--- src/rtl/max_pool_seq.sv ---
// rtl/max_pool_seq.sv - sequenced sign-magnitude max-pool / argmax over a streamed window
module max_pool_seq #(
    parameter int Q     = 15,
    parameter int N     = 32,
    parameter int LEN_W = 8
) (
    input  logic             clk,
    input  logic             rst_n,
    input  logic             start,
    input  logic [LEN_W-1:0] cfg_len,
    input  logic             abort,
    output logic             busy,
    input  logic             in_valid,
    output logic             in_ready,
    input  logic [N-1:0]     in_data,
    output logic             out_valid,
    input  logic             out_ready,
    output logic [N-1:0]     out_max,
    output logic [LEN_W-1:0] out_idx
);

    // Q only documents the sample format; the ordering never depends on it.
    if (Q >= N) begin : g_bad_q
        $error("max_pool_seq: Q must be smaller than N");
    end

    typedef enum logic [1:0] {S_IDLE, S_ACC, S_OUT} state_t;

    state_t           state_q;
    logic [LEN_W-1:0] len_q;
    logic [LEN_W-1:0] cnt_q;
    logic [N-1:0]     acc_max_q;
    logic [LEN_W-1:0] acc_idx_q;
    logic [N-1:0]     out_max_q;
    logic [LEN_W-1:0] out_idx_q;
    logic             in_ready_q;
    logic             out_valid_q;

    logic [N-1:0]     max_d;
    logic [LEN_W-1:0] idx_d;
    logic             hs;
    logic             last;

    // Strict sign-magnitude "a > b"; +0 and -0 are equal, so ties never replace.
    function automatic logic sm_gt(input logic [N-1:0] a, input logic [N-1:0] b);
        logic [N-2:0] ma;
        logic [N-2:0] mb;
        ma = a[N-2:0];
        mb = b[N-2:0];
        if (ma == '0 && mb == '0)
            return 1'b0;
        if (a[N-1] != b[N-1])
            return b[N-1];
        if (!a[N-1])
            return ma > mb;
        return ma < mb;
    endfunction

    always_comb begin
        hs    = in_valid & in_ready_q;
        last  = (cnt_q == len_q - LEN_W'(1));
        max_d = acc_max_q;
        idx_d = acc_idx_q;
        if (cnt_q == '0 || sm_gt(in_data, acc_max_q)) begin
            max_d = in_data;
            idx_d = cnt_q;
        end
    end

    always_ff @(posedge clk or negedge rst_n) begin
        if (!rst_n) begin
            state_q     <= S_IDLE;
            len_q       <= '0;
            cnt_q       <= '0;
            acc_max_q   <= '0;
            acc_idx_q   <= '0;
            out_max_q   <= '0;
            out_idx_q   <= '0;
            in_ready_q  <= 1'b0;
            out_valid_q <= 1'b0;
        end else if (abort) begin
            state_q     <= S_IDLE;
            in_ready_q  <= 1'b0;
            out_valid_q <= 1'b0;
        end else begin
            case (state_q)
                S_IDLE: begin
                    if (start && cfg_len != '0) begin
                        state_q    <= S_ACC;
                        len_q      <= cfg_len;
                        cnt_q      <= '0;
                        in_ready_q <= 1'b1;
                    end
                end
                S_ACC: begin
                    if (hs) begin
                        acc_max_q <= max_d;
                        acc_idx_q <= idx_d;
                        cnt_q     <= cnt_q + LEN_W'(1);
                        if (last) begin
                            // Result registers only move on a completed window.
                            out_max_q   <= max_d;
                            out_idx_q   <= idx_d;
                            in_ready_q  <= 1'b0;
                            out_valid_q <= 1'b1;
                            state_q     <= S_OUT;
                        end
                    end
                end
                S_OUT: begin
                    if (out_ready) begin
                        out_valid_q <= 1'b0;
                        state_q     <= S_IDLE;
                    end
                end
                default: begin
                    state_q     <= S_IDLE;
                    in_ready_q  <= 1'b0;
                    out_valid_q <= 1'b0;
                end
            endcase
        end
    end

    assign busy      = (state_q != S_IDLE);
    assign in_ready  = in_ready_q;
    assign out_valid = out_valid_q;
    assign out_max   = out_max_q;
    assign out_idx   = out_idx_q;

endmodule

--- config.mk ---
export PLATFORM = sky130hd
export DESIGN_NAME = max_pool_seq
export DESIGN_NICKNAME = d
export VERILOG_FILES = /design/src/rtl/max_pool_seq.sv
export SDC_FILE = /design/constraint.sdc
export NUM_CORES = 1
export LEC_CHECK = 0
export BUFFER_PORTS_ARGS = -buffer_cell sky130_fd_sc_hd__buf_4
export CORE_UTILIZATION = 44
export CTS_BUF_LIST = sky130_fd_sc_hd__clkbuf_16
export DETAILED_ROUTE_END_ITERATION = 16
export PLACE_DENSITY_LB_ADDON = 0.25
export SKIP_CTS_REPAIR_TIMING = 1
export SLEW_MARGIN = 20
export SYNTH_ARGS = -nofsm -noshare
export SYNTH_HDL_FRONTEND = slang
export SYNTH_SLANG_ARGS = --single-unit
--- constraint.sdc ---
create_clock -name clk -period 3.5 [get_ports clk]
set_input_delay 0.525 -clock clk [delete_from_list [all_inputs] [get_ports clk]]
set_output_delay 0.525 -clock clk [all_outputs]
set_load 0.02 [all_outputs]
==> run_results.csv, run 1 <==
group,metric,value,unit
pwr,ir_drop,0.222,mV
layout,fill_cells,1197,
floorplanning,io-pin-count,89,
global_routing,grt_max_degree,87,
synth,synth_ff_type,"dfrtp_1",
routing,firstDrtPassIters,5,
synth,ys_seq_area_share,44.0,%
floorplanning,coreArea,12600,um^2
synth,synth.distinct_cells,48,
pwr,p_switching,1.07,mW
global_routing,antenna_found_initial,0,
routing,via_count,4886,
floorplanning,die-width,116,um
routing,first_iter_violations,310,
pwr,power,3.25,mW
synth,avgSynthCellArea,9.95,um^2
min_path,hp-class,"in -> async",
synth,synth_nets,652,
setup_path,worst-setup-path-type,"reg -> reg",
routing,drc,0,
setup_path,end_kind,"register",
layout,antenna_cells,0,
placement,port_buffers,88,
layout,layout_commonest_cell,"buf_4",
synth,synth-seq-cells,100,
routing,wl_per_cell,18.4,um
clocking,cts_buffers,9,
routing,drt.antenna.violating_nets,0,
timing,min_period,2.95,ns
synth,yosys_warnings,0,
timing,finalHoldViolations,0,
flow_run,max_cap_viol_count,0,
floorplanning,dieArea,13400,um^2
setup_path,crit_arrival,3.18,ns
setup_path,critPathMaxFanout,20,
floorplanning,die_h,116,um
pwr,powerDensity,473,nW/um^2
synth,synth-edff-count,0,
clocking,htreeDepth,3,
layout,postLayoutCellArea,6860,um^2
global_routing,grt_pass1_wl,25.0,mm
timing,clock_skew,0.00596,ns
pwr,p_seq_share,44.3,%
floorplanning,rows,41,
global_routing,track_usage,24.3,%
clocking,cts_root_buf,"clkbuf_16",
layout,nets,727,
timing,period_share,84.2,%
routing,routed_wl,15.2,mm
timing,tns,0,ns
synth,syn_area,5690,um^2
floorplanning,start_util,45.1,%
global_routing,grt-ovfl-total,0,
synth,synthArstFlopShare,100,%
placement,dp_hpwl,10.6,mm
layout,syn2layout_area_growth,20.5,%
layout,drive_gt1_share,23.8,%
timing,slew_violations,0,
clocking,clockBufferDepth,2,
clocking,clkSlewWorstSetupHoldPaths,0.07,ns
synth,syn_inst,572,
timing,slew_headroom,45.9,%
timing,tightest_slew,0.812,ns
clocking,clkLatencyLatePin,0.35,ns
clocking,cts_sinks,100,
placement,place_area,6570,um^2
pwr,pwr-share-comb,25.5,%
pwr,p_clk_share,30.2,%
timing,fmaxAchievable,339,MHz
setup_path,start_kind,"register",
status,outcome,"finished, final reports clean",
pwr,internal-power,2.18,mW
setup_path,required,3.73,ns
placement,place.gp.congestion,0.915,
pwr,p_sw_share,32.9,%
pwr,p_leak,3.19,nW
routing,vias_per_cell,5.93,
layout,most-common-layout-cells,"buf_4, dfrtp_1, nor2_1",
clocking,cts_tree,"built",
global_routing,grt_pass1_vias,5051,
timing,grt_setup_unrepaired,"false",
timing,setup_viol,0,
[critical path, stage by stage, from the launching register on]
cell	delay [ns]
dfrtp_1	0.40
inv_1	0.06
ha_1	0.29
a211oi_1	0.24
nor2_1	0.08
o31a_1	0.25
o41ai_2	0.25
buf_4	0.19
nand4b_1	0.19
a31oi_4	0.31
buf_12	0.21
mux2_1	0.35
[stage by stage]
step	worst slack (ns)	cells	hold WS, ns	utilization [%]
2_1_floorplan	0.740	572	0.229	-
3_3_place_gp	0.403	808	0.467	52.1
3_5_place_dp	0.352	808	0.493	52.1
4_1_cts	0.551	824	0.334	54.3
5_1_grt	0.406	824	0.304	54.3
6_report	0.552	824	0.185	54.3
[power groups by stage]
| stage | registers, mW | logic, mW | clock network, mW |
|---|---|---|---|
| CTS | 1.43 | 0.828 | 1.00 |
| finish | 1.44 | 0.828 | 0.981 |
| floorplan | 1.41 | 0.546 | 0 |
| global route | 1.46 | 0.926 | 1.04 |
| detailed placement | 1.46 | 0.820 | 0 |
| global placement | 1.45 | 0.784 | 0 |
[final timing paths]
check | startpoint | cells after the start | slack (ns) | endpoint
setup reg to reg | acc_max_q[4] | 11 | 0.55 | acc_max_q[27]
setup / recovery | acc_max_q[4] | 11 | 0.55 | acc_max_q[27]
hold / removal | rst_n | 1 | 0.18 | out_max[10]
max in group asynchronous | rst_n | 2 | 2.54 | in_ready
hold reg to reg | acc_idx_q[1] | 1 | 0.51 | acc_idx_q[1]
min in group clk | out_ready | 2 | 0.34 | state_q[1]
[cells by family (layout without fill, tap and decap cells)]
group	Yosys count	in the layout	synth area share [%]
buffers and inverters	81	161	5.72
AND/OR/NAND/NOR	136	136	12.1
adder cells (fa/ha/maj)	35	35	7.65
multiplexers	44	44	8.71
XOR/XNOR	17	17	2.62
flip-flops	100	100	44.0
AO/OA/AOI/OAI	159	159	19.2
[cell usage after synthesis (2+ instances only)]
library cell | instances | share of area [%]
a211oi_1 | 3 | 0.40
a31oi_1 | 7 | 0.77
xnor2_1 | 8 | 1.2
or2_2 | 2 | 0.22
a221oi_1 | 2 | 0.31
a21o_1 | 3 | 0.40
o21ai_0 | 14 | 1.2
dfrtp_1 | 100 | 44
ha_1 | 34 | 7.5
mux2_2 | 28 | 5.5
nand2_1 | 19 | 1.3
nor2_1 | 55 | 3.6
nor3_1 | 4 | 0.35
nand4b_1 | 2 | 0.31
nand3_1 | 5 | 0.44
nor4_1 | 19 | 2.1
inv_1 | 41 | 2.7
o31ai_1 | 34 | 4.5
buf_2 | 5 | 0.44
nand3b_1 | 3 | 0.40
nand4_1 | 16 | 1.8
and3_1 | 5 | 0.55
a41oi_1 | 33 | 5.1
o211ai_1 | 2 | 0.26
nor4_2 | 2 | 0.44
clkbuf_1 | 30 | 2.0
xor2_1 | 9 | 1.4
mux2_1 | 16 | 3.2
a21oi_1 | 49 | 4.3
buf_4 | 4 | 0.53
[cell type report]
type	instances	area, um^2	share of cell area (%)
tap	172	215	3.14
multi-input combinational	391	2890	42.2
timing repair buffer	104	810	11.8
clock buffer	9	225	3.28
clock inverter	7	57.6	0.839
sequential	100	2500	36.5
inverter	41	154	2.24
[sequential cells by signal, summed over array words and instances, names as in the netlist]
| signal | count |
|---|---|
| acc_idx_q | 8 |
| acc_max_q | 32 |
| cnt_q | 8 |
| in_ready | 1 |
| len_q | 8 |
| out_idx | 8 |
| out_max | 32 |
| out_valid | 1 |
| state_q | 2 |
[layer usage]
metal,vias up,global-route usage [%],wire (um),share of wire [%]
met5,-,0,0,0
met4,0,10.5,324,2.1
met3,25,3.87,803,5.3
met2,160,40.4,7240,48
met1,2423,31.4,6790,45
li1,2278,-,-,-
No activity file was read; power rests on OpenSTA's default activity.
==> run 2, diff against run 1 <==
clock period = 2.86 ns   (was 3.5 ns; I/O delays follow)
==> run 2 against run 1 <==
Sequential share of layout area shrank 4.3 points; non-clock buffer count is 70 higher; sequential cell count did not move; hold slack got worse by 0.044 ns; setup slack got worse by 0.57 ns; die area unchanged; cell count up 8.5%; wire length is 14% higher; critical endpoint unchanged; combinational power increased by 75%; the run now ends with negative setup slack left; clock power up 46%; largest power group unchanged.
==> run_results.csv, run 2 (synthesized netlist as in run 1, its figures left out) <==
group,metric,value,unit
floorplanning,io-pin-count,89,
global_routing,grt-ovfl-total,0,
timing,setup_viol,24,
routing,wl_met2,8.28,mm
timing,slew_headroom,47.9,%
routing,vias_per_cell,5.88,
timing,fin_ws,-0.0218,ns
floorplanning,dieArea,13400,um^2
layout,fill_cells,1069,
routing,routed_wl,17.3,mm
setup_path,crit_buf_inv,4,
pwr,powerDensity,592,nW/um^2
timing,tightest_slew,0.782,ns
floorplanning,rows,41,
clocking,cts_tree,"built",
pwr,ir_drop,0.365,mV
layout,layout_commonest_cell,"buf_4",
clocking,clockBufferDepth,2,
routing,m1WireLength,7.53,mm
layout,syn2layout_area_growth,36.5,%
floorplanning,die_h,116,um
setup_path,r2r_start,"acc_max_q[30]",
setup_path,critPathMostFrequentCell,"buf_4",
placement,place_area,7050,um^2
placement,port_buffers,88,
pwr,p_leak,3.65,nW
setup_path,crit_path_cell_trace,"inv_2, ha_4, nand4_1, nor4_2, buf_4, nor3b_4, o41ai_4, a211o_1, a31oi_4, buf_4, clkbuf_16, mux2_1",
layout,antenna_cells,0,
setup_path,max_stage_delay,0.36,ns
flow_run,max_cap_viol_count,0,
timing,clock_skew,0.0105,ns
global_routing,grt_max_degree,57,
clocking,htreeDepth,3,
routing,drc,0,
routing,wl_met3,1.00,mm
setup_path,worst-setup-path-type,"reg -> reg",
setup_path,critPathMaxFanout,9,
global_routing,track_usage,25.6,%
global_routing,grt_pass1_wl,26.2,mm
setup_path,required,3.09,ns
layout,most-common-layout-cells,"buf_4, dfrtp_1, nor2_1",
setup_path,start_kind,"register",
routing,firstDrtPassIters,5,
clocking,cts_root_buf,"clkbuf_16",
clocking,clkLatencyLatePin,0.35,ns
layout,postLayoutCellArea,7770,um^2
setup_path,crit_arrival,3.11,ns
timing,period_share,101,%
clocking,clkSlewWorstSetupHoldPaths,0.07,ns
setup_path,crit_slowest_cell,"dfrtp_1",
global_routing,antenna_found_initial,0,
layout,drive_gt1_share,34.6,%
timing,grt_setup_unrepaired,"true",
routing,top_layer,"met4",
status,failed_checks,"negative setup slack",
floorplanning,start_util,45.1,%
timing,tns,-0.180,ns
status,outcome,"finished, violations left",
routing,wl_per_cell,19.3,um
timing,hold_slack,0.140,ns
routing,via_count,5258,
timing,finalHoldViolations,0,
timing,slew_violations,0,
setup_path,crit_start,"acc_max_q[30]",
routing,first_iter_violations,405,
routing,drt.antenna.violating_nets,0,
setup_path,end_kind,"register",
setup_path,path_delay_family,"compound AO/OA/AOI/OAI gates",
min_path,hp-class,"in -> async",
clocking,cts_sinks,100,
layout,nets,797,
placement,place.gp.congestion,0.894,
clocking,cts_buffers,9,
global_routing,grt_pass1_vias,5225,
timing,fmaxAchievable,347,MHz
floorplanning,coreArea,12600,um^2
placement,dp_hpwl,11.2,mm
timing,min_period,2.88,ns
floorplanning,die-width,116,um
==> run 2: area by class of cell <==
| cell class | instances | area, um^2 | area share, % |
|---|---|---|---|
| repair buffers | 174 | 1440 | 18.6 |
| flip-flops and latches | 100 | 2500 | 32.2 |
| clock inverters | 7 | 116 | 1.50 |
| inverters | 41 | 154 | 1.98 |
| well taps | 172 | 215 | 2.77 |
| multi-input cells | 391 | 3110 | 40.1 |
| clock buffers | 9 | 225 | 2.90 |
==> run 2: worst register-to-register path: cells and delay by family (launching register included) <==
kind,cells,cell delay [ns]
multiplexers,1,0.32
AND/OR/NAND/NOR,3,0.62
flip-flops,1,0.36
adder cells (fa/ha/maj),1,0.27
buffers and inverters,4,0.53
AO/OA/AOI/OAI,3,0.65
==> run 2: power by group <==
group | total [mW] | internal [mW] | switching (mW)
registers | 1.72 | 1.57 | 0.144
clock network | 1.43 | 0.855 | 0.573
logic | 1.45 | 0.683 | 0.766
total | 4.60 | 3.11 | 1.48
==> run 2: worst paths after layout <==
path	endpoint	slack [ns]	cells after the start
worst max-delay path	acc_max_q[27]	-0.02	12
min in group clk	state_q[1]	0.24	2
worst min register to register	acc_idx_q[1]	0.50	1
max in group asynchronous	out_max[30]	1.98	2
worst min-delay path	out_max[11]	0.14	1
worst max register to register	acc_max_q[27]	-0.02	12
==> run 2: through the flow <==
| step | util, % | setup WS (ns) | instances | total power, mW |
|---|---|---|---|---|
| 6_report | 61.6 | -0.0218 | 894 | 4.60 |
| 5_1_grt | 61.6 | -0.152 | 894 | 4.79 |
| 4_1_cts | 58.6 | -0.171 | 881 | 4.41 |
| 3_5_place_dp | 55.8 | -0.339 | 865 | 2.98 |
| 3_3_place_gp | 55.8 | -0.262 | 865 | 2.93 |
| 2_1_floorplan | - | 0.196 | 572 | 2.40 |
==> run 2: per-layer routing <==
layer / track usage [%] / vias up
li1: - / 2429
met1: 33.8 / 2622
met2: 42.3 / 172
met3: 3.71 / 35
met4: 10.3 / 0
met5: 0 / -
==> run 3, diff against run 2 <==
CTS_BUF_LIST = sky130_fd_sc_hd__clkbuf_2 sky130_fd_sc_hd__clkbuf_4 sky130_fd_sc_hd__clkbuf_8   (was sky130_fd_sc_hd__clkbuf_16)
==> run 3 against run 2 <==
The run still ends with negative setup slack left; wire length decreased by 1.2%; cell count grew 0.11%; core utilization is 0.69 points lower; combinational power is essentially flat; via count fell by 0.86%; die area is the same; clock power shrank 21%; non-clock buffer count grew 1; first-iteration DRC count shrank 1.7%.
==> run_results.csv, run 3 (synthesized netlist as in run 1, its figures left out) <==
group,metric,value,unit
clocking,htreeDepth,3,
timing,period_share,102,%
layout,drive_gt1_share,35.0,%
layout,nets,798,
timing,slew_headroom,48.6,%
layout,register_area,2500,um^2
pwr,p_leak,3.61,nW
global_routing,grt-ovfl-total,0,
min_path,hp-class,"in -> async",
layout,antenna_cells,0,
timing,finalHoldViolations,0,
setup_path,start_kind,"register",
global_routing,grt_max_degree,57,
routing,wl_per_cell,19.1,um
layout,postLayoutCellArea,7680,um^2
pwr,powerDensity,561,nW/um^2
layout,multi_input_area,3110,um^2
routing,via_count,5213,
layout,most-common-layout-cells,"buf_4, dfrtp_1, nor2_1",
clocking,cts_sinks,100,
pwr,ir_drop,0.360,mV
routing,vias_per_cell,5.82,
setup_path,end_kind,"register",
floorplanning,io-pin-count,89,
floorplanning,die_h,116,um
placement,place.gp.congestion,0.894,
layout,syn2layout_area_growth,35.0,%
placement,dp_hpwl,11.2,mm
global_routing,grt_pass1_wl,25.9,mm
status,outcome,"finished, violations left",
clocking,cts_root_buf,"clkbuf_8",
timing,fin_ws,-0.0576,ns
placement,port_buffers,88,
timing,min_period,2.92,ns
floorplanning,coreArea,12600,um^2
setup_path,worst-setup-path-type,"reg -> reg",
routing,drt.antenna.violating_nets,0,
setup_path,r2r_cells,12,
routing,drc,0,
timing,fmaxAchievable,343,MHz
clocking,clkSlewWorstSetupHoldPaths,0.10,ns
timing,grt_setup_unrepaired,"true",
clocking,clockBufferDepth,2,
timing,setup_viol,34,
clocking,cts_tree,"built",
global_routing,grt_pass1_vias,5144,
global_routing,track_usage,25.2,%
floorplanning,start_util,45.1,%
layout,fill_cells,1092,
floorplanning,rows,41,
setup_path,crit_arrival,3.19,ns
pwr,power,4.31,mW
clocking,clkLatencyLatePin,0.39,ns
timing,tightest_slew,0.771,ns
routing,routed_wl,17.1,mm
global_routing,antenna_found_initial,0,
routing,first_iter_violations,398,
clocking,cts_buffers,9,
floorplanning,dieArea,13400,um^2
placement,place_area,7050,um^2
layout,final_core_utilization,60.9,%
routing,firstDrtPassIters,5,
floorplanning,die-width,116,um
setup_path,required,3.13,ns
timing,slew_violations,0,
setup_path,critPathMaxFanout,9,
layout,layout_commonest_cell,"buf_4",
timing,clock_skew,0.0149,ns
flow_run,max_cap_viol_count,0,
status,failed_checks,"negative setup slack",
[run 3: changes by cell type in the layout (fill, tap and decap cells not counted), sizes merged]
cell / previous run / this run
clkbuf: 12 / 13
buf: 171 / 172
inv: 42 / 41
[run 3: area by class of cell]
class                           instances  share of cell area, %
Sequential cell                       100                   32.6
Multi-Input combinational cell        391                   40.5
Clock inverter                          6                   1.47
Timing Repair Buffer                  175                   18.9
Clock buffer                           10                   1.71
Inverter                               41                   2.00
Tap cell                              172                   2.80
[run 3: path summary, 6_finish.rpt]
path                          startpoint       endpoint  slack [ns]
setup reg to reg           acc_max_q[30]  acc_max_q[24]       -0.06
hold / removal                     rst_n    out_max[10]        0.10
max in group asynchronous          rst_n     out_idx[7]        2.03
min in group clk               out_ready     state_q[1]        0.21
hold reg to reg             acc_idx_q[1]   acc_idx_q[1]        0.51
setup / recovery           acc_max_q[30]  acc_max_q[24]       -0.06
[run 3: critical path, cell delays in order (launching register included)]
cell,delay (ns)
dfrtp_1,0.37
inv_2,0.05
ha_4,0.27
nand4_1,0.14
nor4_2,0.25
buf_4,0.17
nor3b_4,0.23
o41ai_4,0.13
a211o_1,0.33
a31oi_4,0.19
buf_4,0.17
clkbuf_16,0.15
mux2_1,0.34
[run 3: layer usage]
layer  vias to the layer above  GRT usage (%)  part of all wire [%]  routed length (um)
met2                       167           41.4                    49                8330
met3                        26           4.13                   5.6                 947
met4                         0           9.57                   1.8                 302
li1                       2424              -                     -                   -
met1                      2596           33.6                    44                7480
met5                         -              0                     0                   0
[run 3: power by group]
part	total, mW	leakage, nW	switching, mW	internal (mW)
clock	1.13	0.124	0.533	0.593
combinational	1.47	2.13	0.769	0.697
sequential	1.71	1.35	0.140	1.57
[run 3: through the flow]
| stage | setup TNS (ns) | instances | worst slack, ns | hold slack (ns) |
|---|---|---|---|---|
| floorplan | 0 | 572 | 0.196 | 0.133 |
| global placement | -14.59 | 865 | -0.262 | 0.469 |
| detailed placement | -19.21 | 865 | -0.339 | 0.483 |
| CTS | -6.42 | 881 | -0.171 | 0.130 |
| global route | -3.90 | 895 | -0.129 | 0.162 |
| finish | -0.864 | 895 | -0.0576 | 0.101 |
